File: config.mk
export PLATFORM = sky130hd
export DESIGN_NAME = gauss3x3_window
export DESIGN_NICKNAME = d
export VERILOG_FILES = /design/src/rtl/gauss3x3_window.sv
export SDC_FILE = /design/constraint.sdc
export NUM_CORES = 1
export LEC_CHECK = 0
export BUFFER_PORTS_ARGS = -buffer_cell sky130_fd_sc_hd__buf_2
export CORE_ASPECT_RATIO = 1.75
export CORE_MARGIN = 5
export CORE_UTILIZATION = 50
export DETAILED_ROUTE_END_ITERATION = 10
export PLACE_DENSITY_LB_ADDON = 0.1
export SYNTH_ARGS = -nofsm -noshare
export SYNTH_HDL_FRONTEND = slang
export SYNTH_SLANG_ARGS = --single-unit
File: constraint.sdc
create_clock -name clk -period 5.4 [get_ports clk]
set_input_delay 1.08 -clock clk [delete_from_list [all_inputs] [get_ports clk]]
set_output_delay 1.08 -clock clk [all_outputs]
set_load 0.05 [all_outputs]
File: src/rtl/gauss3x3_window.sv
// 3x3 Gaussian window and kernel (1-2-1 / 2-4-2 / 1-2-1, /16 with rounding) fed by
// line-buffer taps. Valid-only border: columns 0 and 1 of each line produce no output.
module gauss3x3_window #(
   parameter int WIDTH      = 8,
   parameter int IMG_WIDTH  = 4,
   parameter int IMG_HEIGHT = 4
) (
   input  logic             clk,
   input  logic             rst,
   input  logic [WIDTH-1:0] tap_top,
   input  logic [WIDTH-1:0] tap_mid,
   input  logic [WIDTH-1:0] tap_bot,
   input  logic             taps_valid,
   output logic [WIDTH-1:0] dout,
   output logic             valid_out,
   output logic             line_end,
   output logic             frame_end
);

   localparam int CW = (IMG_WIDTH > 1) ? $clog2(IMG_WIDTH) : 1;
   localparam int RW = (IMG_HEIGHT - 2 > 1) ? $clog2(IMG_HEIGHT - 2) : 1;
   localparam logic [CW-1:0] COL_LAST = CW'(IMG_WIDTH - 1);
   localparam logic [RW-1:0] ROW_LAST = RW'(IMG_HEIGHT - 3);

   // Window rows: index 2 is the newest column.
   logic [2:0][WIDTH-1:0] top_q, top_d;
   logic [2:0][WIDTH-1:0] mid_q, mid_d;
   logic [2:0][WIDTH-1:0] bot_q, bot_d;

   logic [CW-1:0] col_cnt_q, col_cnt_d;
   logic [RW-1:0] row_cnt_q, row_cnt_d;

   logic v1_q, v1_d, le1_q, le1_d, fe1_q, fe1_d;
   logic [WIDTH+3:0] s_q, s_d;
   logic v2_q, v2_d, le2_q, le2_d, fe2_q, fe2_d;
   logic [WIDTH-1:0] dout_q, dout_d;
   logic valid_out_q, valid_out_d, line_end_q, line_end_d, frame_end_q, frame_end_d;

   logic [WIDTH+1:0] h_top, h_mid, h_bot;

   always_comb begin
      top_d = top_q;
      mid_d = mid_q;
      bot_d = bot_q;
      col_cnt_d = col_cnt_q;
      row_cnt_d = row_cnt_q;
      if (taps_valid) begin
         top_d = {tap_top, top_q[2], top_q[1]};
         mid_d = {tap_mid, mid_q[2], mid_q[1]};
         bot_d = {tap_bot, bot_q[2], bot_q[1]};
         if (col_cnt_q == COL_LAST) begin
            col_cnt_d = '0;
            row_cnt_d = (row_cnt_q == ROW_LAST) ? '0 : row_cnt_q + RW'(1);
         end else begin
            col_cnt_d = col_cnt_q + CW'(1);
         end
      end

      // Flags use the column count before this cycle's increment.
      v1_d  = taps_valid && (col_cnt_q >= CW'(2));
      le1_d = taps_valid && (col_cnt_q == COL_LAST);
      fe1_d = le1_d && (row_cnt_q == ROW_LAST);

      h_top = {2'b00, top_q[0]} + {1'b0, top_q[1], 1'b0} + {2'b00, top_q[2]};
      h_mid = {2'b00, mid_q[0]} + {1'b0, mid_q[1], 1'b0} + {2'b00, mid_q[2]};
      h_bot = {2'b00, bot_q[0]} + {1'b0, bot_q[1], 1'b0} + {2'b00, bot_q[2]};
      s_d   = {2'b00, h_top} + {1'b0, h_mid, 1'b0} + {2'b00, h_bot};
      v2_d  = v1_q;
      le2_d = le1_q;
      fe2_d = fe1_q;

      // Max s is 16*(2^WIDTH-1), so s+8 fits and the shifted result never overflows.
      dout_d      = v2_q ? WIDTH'((s_q + (WIDTH + 4)'(8)) >> 4) : '0;
      valid_out_d = v2_q;
      line_end_d  = v2_q && le2_q;
      frame_end_d = v2_q && fe2_q;
   end

   always_ff @(posedge clk) begin
      if (rst) begin
         top_q       <= '0;
         mid_q       <= '0;
         bot_q       <= '0;
         col_cnt_q   <= '0;
         row_cnt_q   <= '0;
         v1_q        <= 1'b0;
         le1_q       <= 1'b0;
         fe1_q       <= 1'b0;
         s_q         <= '0;
         v2_q        <= 1'b0;
         le2_q       <= 1'b0;
         fe2_q       <= 1'b0;
         dout_q      <= '0;
         valid_out_q <= 1'b0;
         line_end_q  <= 1'b0;
         frame_end_q <= 1'b0;
      end else begin
         top_q       <= top_d;
         mid_q       <= mid_d;
         bot_q       <= bot_d;
         col_cnt_q   <= col_cnt_d;
         row_cnt_q   <= row_cnt_d;
         v1_q        <= v1_d;
         le1_q       <= le1_d;
         fe1_q       <= fe1_d;
         s_q         <= s_d;
         v2_q        <= v2_d;
         le2_q       <= le2_d;
         fe2_q       <= fe2_d;
         dout_q      <= dout_d;
         valid_out_q <= valid_out_d;
         line_end_q  <= line_end_d;
         frame_end_q <= frame_end_d;
      end
   end

   assign dout      = dout_q;
   assign valid_out = valid_out_q;
   assign line_end  = line_end_q;
   assign frame_end = frame_end_q;

endmodule

Word level (Yosys, flattened, before mapping)
Index checks and enable logic that the tools add are counted.
Widths: inputs -> output; s select.
{"block": "classes", "n_addsub": 11, "n_lt_le_gt_ge": 1, "n_eq_ne": 1, "n_mux": 2, "bitwise_logic": 1, "n_reduce_logical": 7}
{"cell": "$add 10x8->10", "count": 3}
{"cell": "$add 8x9->10", "count": 3}
{"cell": "$add 10x11->12", "count": 1}
{"cell": "$add 12x10->12", "count": 1}
{"cell": "$add 12x4->12 const B", "count": 1}
{"cell": "$logic_and 1x1->1", "count": 5}
{"cell": "$add 2x1->2 const B", "count": 1}
{"cell": "$eq 2x2->1 const B", "count": 1}
{"cell": "$ge 2x2->1 const B", "count": 1}
{"cell": "$mux 2", "count": 1}
{"cell": "$reduce_and 2->1", "count": 1}
{"cell": "$reduce_or 2->1", "count": 1}
{"cell": "$add 1x1->1 const B", "count": 1}
{"cell": "$mux 1", "count": 1}
{"cell": "$not 1->1", "count": 1}
{"block": "word_totals", "regBits": 104, "output_inout_bits": 11, "wordCells": 45}

Depth between registers and ports, before layout
{"block": "depth", "depth_word": 4, "ltp_mapped": 20, "mapped_depth_nobuf": 20}

Worst setup path after synthesis
Ideal clock, no wire load.
{"block": "synth_timing", "path_kind": "register to register", "start": "register mid_q[1] (netlist name)", "end": "register s_q[11]", "arrival_ps": 4690, "path_slack_ps": 586, "stages_incl_launch_ff": 20, "path_buffers": 0, "cell_sequence": "dfxtp_1 fa_1 ha_1 fa_1 a21o_1 a21oi_1 o21ai_0 nor2_1 xnor2_1 fa_1 ha_1 inv_1 fa_1 inv_1 ha_1 ha_1 a21oi_1 o21ai_0 a21oi_2 mux2_1"}
{"block": "synth_between", "elab_chain_cells": 4}
{"element": "start: declaration", "line": "27", "source": "logic [2:0][WIDTH-1:0] mid_q, mid_d;"}
{"element": "start signal: assignment", "line": "99", "source": "mid_q <= mid_d;"}
{"element": "$add 8x9->10", "line": "65", "source": "h_mid = {2'b00, mid_q[0]} + {1'b0, mid_q[1], 1'b0} + {2'b00, mid_q[2]};"}
{"element": "$add 10x8->10", "line": "65"}
{"element": "$add 10x11->12", "line": "67", "source": "s_d = {2'b00, h_top} + {1'b0, h_mid, 1'b0} + {2'b00, h_bot};"}
{"element": "$add 12x10->12", "line": "67"}
{"element": "end signal: assignment", "line": "89", "source": "s_q <= '0;"}
{"element": "end signal: assignment", "line": "106", "source": "s_q <= s_d;"}
{"element": "end: declaration", "line": "34", "source": "logic [WIDTH+3:0] s_q, s_d;"}
Every way passes these cells.
A chain may end at the register's enable or synchronous reset.

Final worst setup path
{"block": "layout_timing", "start": "register mid_q[1] (netlist name)", "end": "register s_q[9]"}
The elaborated chain is that of the path after synthesis.

==> results.txt <==
The run finished with clean final reports. The number of antenna diodes in the final layout is 0. Traced cell by cell, the critical path runs through fa_1 -> ha_1 -> fa_1 -> a21o_1 -> a21oi_2 -> o21ai_1 -> nor2_1 -> xnor2_1 -> fa_1 -> ha_1 -> inv_1 -> fa_1 -> inv_1 -> ha_1 -> ha_4 -> o21ai_0 -> nor2b_1 -> or3_1 -> a21oi_1.

The clock sink count is 101. The achievable frequency came out at 200 MHz. STA puts the critical path data arrival time at 5.27 ns.

The critical path is of the register to register type. The pre-CTS worst setup slack came out at 0.235 ns. The length of the first detailed-routing pass in iterations came out at 4. Setup repair after global routing left no endpoint under its margin. STA classifies the critical path endpoint as a register.

The area of the core is 0.0102 sq mm. Across every metal layer, demand over resource in global routing totals 0.149. The first routing iteration left 76 violations. The vertical extent of the die is 145 um.

For this run, design rule violations remaining after detail routing come to 0. The flip-flop and latch count after synthesis is 101. Overall power consumption after layout is estimated at 1.81 mW. The largest net degree at the start of global routing came out at 58. The detailed-route wire length per cell is 13.1 um.

The initial core utilization came out at 0.510. Across the routed clock network, the largest skew measured is 0.00765 ns. The final core utilization is 0.568.

The worst hold path class is register to register. The clock latency of the later-clocked register in the worst-skew pair is 0.34 ns. The Yosys step of the flow raised 0 warnings.

TritonCTS created 9 clock buffers. Headroom to the max-slew limit came out at 0.550. Data on the critical path is required at its endpoint by 5.67 ns. The net count of the finished layout is 633. The die outline width came out at 87.3 um.

The share of the synthesized area in the top cell type is 0.387. Counting stages on the worst path, the most repeated cell is sky130_fd_sc_hd__fa_1. The net count after synthesis came out at 603. The maximum buffer depth of the clock tree came out at 2. The leakage power summed over all cells is 2.70 nW. The sum of negative setup slack is 0 ns. The final cell area excluding filler cells is 0.00582 sq mm. The I/O pin count came out at 38. The final critical path time including I/O delays and setup came out at 5.00 ns. The most common cell in the synthesized netlist is sky130_fd_sc_hd__dfxtp_1. The slew at the pin closest to its max-slew limit came out at 0.675 ns. The vias after detailed routing came out at 3321. The layout overhead on the synthesized area came out at 11.4%. Buffers inserted to repair hold after CTS numbered 0. The number of synthesized flops with an enable pin is 0. The largest incremental delay on the critical path is 0.52 ns. The cell count after synthesis is 504. The worst path setup slack after routing is 0.397 ns. The sequential area share after synthesis came out at 0.387. By count the netlist is led by sky130_fd_sc_hd__dfxtp_1 (101), sky130_fd_sc_hd__nor2_1 (95), sky130_fd_sc_hd__mux2i_1 (73). The fraction of final layout cells sized beyond drive strength 1 came out at 0.109. The remaining antenna violation count is 0. The final global-route overflow total came out at 0. The nature of the critical path startpoint is a register. The number of slew-limit violations in the final report came out at 0. The number of different library cells in the post-synthesis netlist came out at 35. The global placer's final weighted congestion is 0.750. The post-synthesis average cell area came out at 10.4 sq um. Ranked by total cell area, the synthesized netlist is headed by sky130_fd_sc_hd__dfxtp_1 (39%), sky130_fd_sc_hd__fa_1 (18%), sky130_fd_sc_hd__mux2i_1 (14%). The final layout contains routed wiring with a total length of 8.74 mm.

The final period utilization is 0.927. In this run the clock root is driven by a sky130_fd_sc_hd__clkbuf_16. The synthesized design spends more area on one cell type than any other, namely sky130_fd_sc_hd__dfxtp_1. Clock-pin slew was measured on the worst setup and hold paths at 0.07 ns. The initial antenna violation count is 0. The share of synthesized registers carrying an async set or reset is 0.

CTS built an H-tree with a depth of 3. The number of hold violations in the final report came out at 0. In this run the cell area of the synthesized design comes to 0.00522 sq mm.

For this design, the slowest cell found on the critical path is sky130_fd_sc_hd__fa_1. The number of rows in the core area is 49. The flip-flop cell with the highest count after synthesis is sky130_fd_sc_hd__dfxtp_1. Detailed placement finished with a half-perimeter wire length of 6.72 mm. The maximum vdd ir drop came out at 0.000216 V. Setup violations remaining at the end of the flow were counted as 0.

The tool flagged a number of max-cap violations equal to 0. The number of global-route vias before repair was 3376. The first-pass GRT wire length is 15.1 mm. The CTS tree is yes. The biggest fanout along the worst timing path is 4. The power density over the cells is 311 mW/mm^2. Input and output buffers added on the ports amount to 37. The floorplan step defined a die boundary enclosing 0.0127 sq mm. The setup slack of the worst register-to-register path came out at 0.40 ns.

Dividing the detail-routed via count by the number of cells gives 4.99. The cell area reported after detailed placement is 0.00550 sq mm.
==> registers in the layout, summed over array words and instances (netlist names) <==
signal / cells
bot_q: 24
col_cnt_q: 2
dout: 8
fe1_q: 1
fe2_q: 1
frame_end: 1
le1_q: 1
le2_q: 1
line_end: 1
mid_q: 24
row_cnt_q: 1
s_q: 9
top_q: 24
v1_q: 1
v2_q: 1
valid_out: 1
==> cells in the final DEF (no fill, tap or decap), drive strengths merged <==
cell type	n
inv	54
nand2	11
a311oi	1
clkbuf	9
buf	39
mux2	1
and2	5
bufinv	1
a21oi	11
clkinv	1
a211oi	2
and3	1
and3b	2
a31oi	1
nor2b	6
nand3	6
o211ai	2
nor4	1
xnor2	8
dfxtp	101
a21o	2
o2111ai	1
xor2	8
nor3b	1
or3	4
mux2i	73
fa	46
a31o	2
o21bai	1
o21ai	8
ha	26
nor2	95
nor3	3
o41ai	1
nand2b	3
clkinvlp	2
==> cell type report <==
| type | count | area, sq um |
|---|---|---|
| clock buffers | 9 | 225 |
| clock inverters | 7 | 78.8 |
| fillers | 895 | 4420 |
| inverters | 51 | 191 |
| multi-input cells | 332 | 2940 |
| flip-flops and latches | 101 | 2020 |
| well taps | 127 | 159 |
| repair buffers | 39 | 203 |
==> final timing paths <==
kind / startpoint / end / depth (start not counted)
min: le2_q / line_end / 1
max: mid_q[1] / s_q[9] / 19
min reg2reg: le2_q / line_end / 1
max reg2reg: mid_q[1] / s_q[9] / 19
==> where the power goes <==
part           total (mW)  leakage (nW)  internal [mW]  switching (mW)
clock               0.654         0.144          0.365           0.289
combinational       0.333          1.73          0.150           0.183
sequential          0.822         0.823          0.786          0.0363
total                1.81          2.70           1.30           0.508
==> through the flow <==
stage | std cells | hold slack [ns]
after floorplan | 504 | 0.406
after global placement | 650 | 0.410
after detailed placement | 650 | 0.412
after CTS | 666 | 0.430
after global routing | 666 | 0.457
final | 666 | 0.428
==> cell families (layout without fill, tap and decap cells) <==
logic type	after synthesis	after routing	share of synthesized area
fa+ha+maj	72	72	0.239
compound gates	32	32	0.0386
buf+inv	71	106	0.0532
mux	74	74	0.142
flops	101	101	0.387
simple gates	138	138	0.114
xor+xnor	16	16	0.0268
==> timing repair <==
action	CTS	global route
setup buffers	0	0
gates resized for setup	0	3
setup endpoints to repair	0	3
==> layer usage <==
layer	vias to the layer above	track usage	routed length, um
met3	14	0.0323	298
li1	1684	-	-
met2	41	0.253	4690
met5	-	0	0
met4	0	0.0584	187
met1	1582	0.179	3570
==> worst max-delay path, delay by kind of cell, from the launching register on <==
family / cells / cell delay (ns)
adder cells (fa/ha/maj): 8 / 2.99
XOR/XNOR: 1 / 0.15
flip-flops: 1 / 0.33
AND/OR/NAND/NOR: 3 / 0.62
buffers and inverters: 2 / 0.09
AO/OA/AOI/OAI: 5 / 0.74
Note: power is estimated with default switching activity, not from simulation.
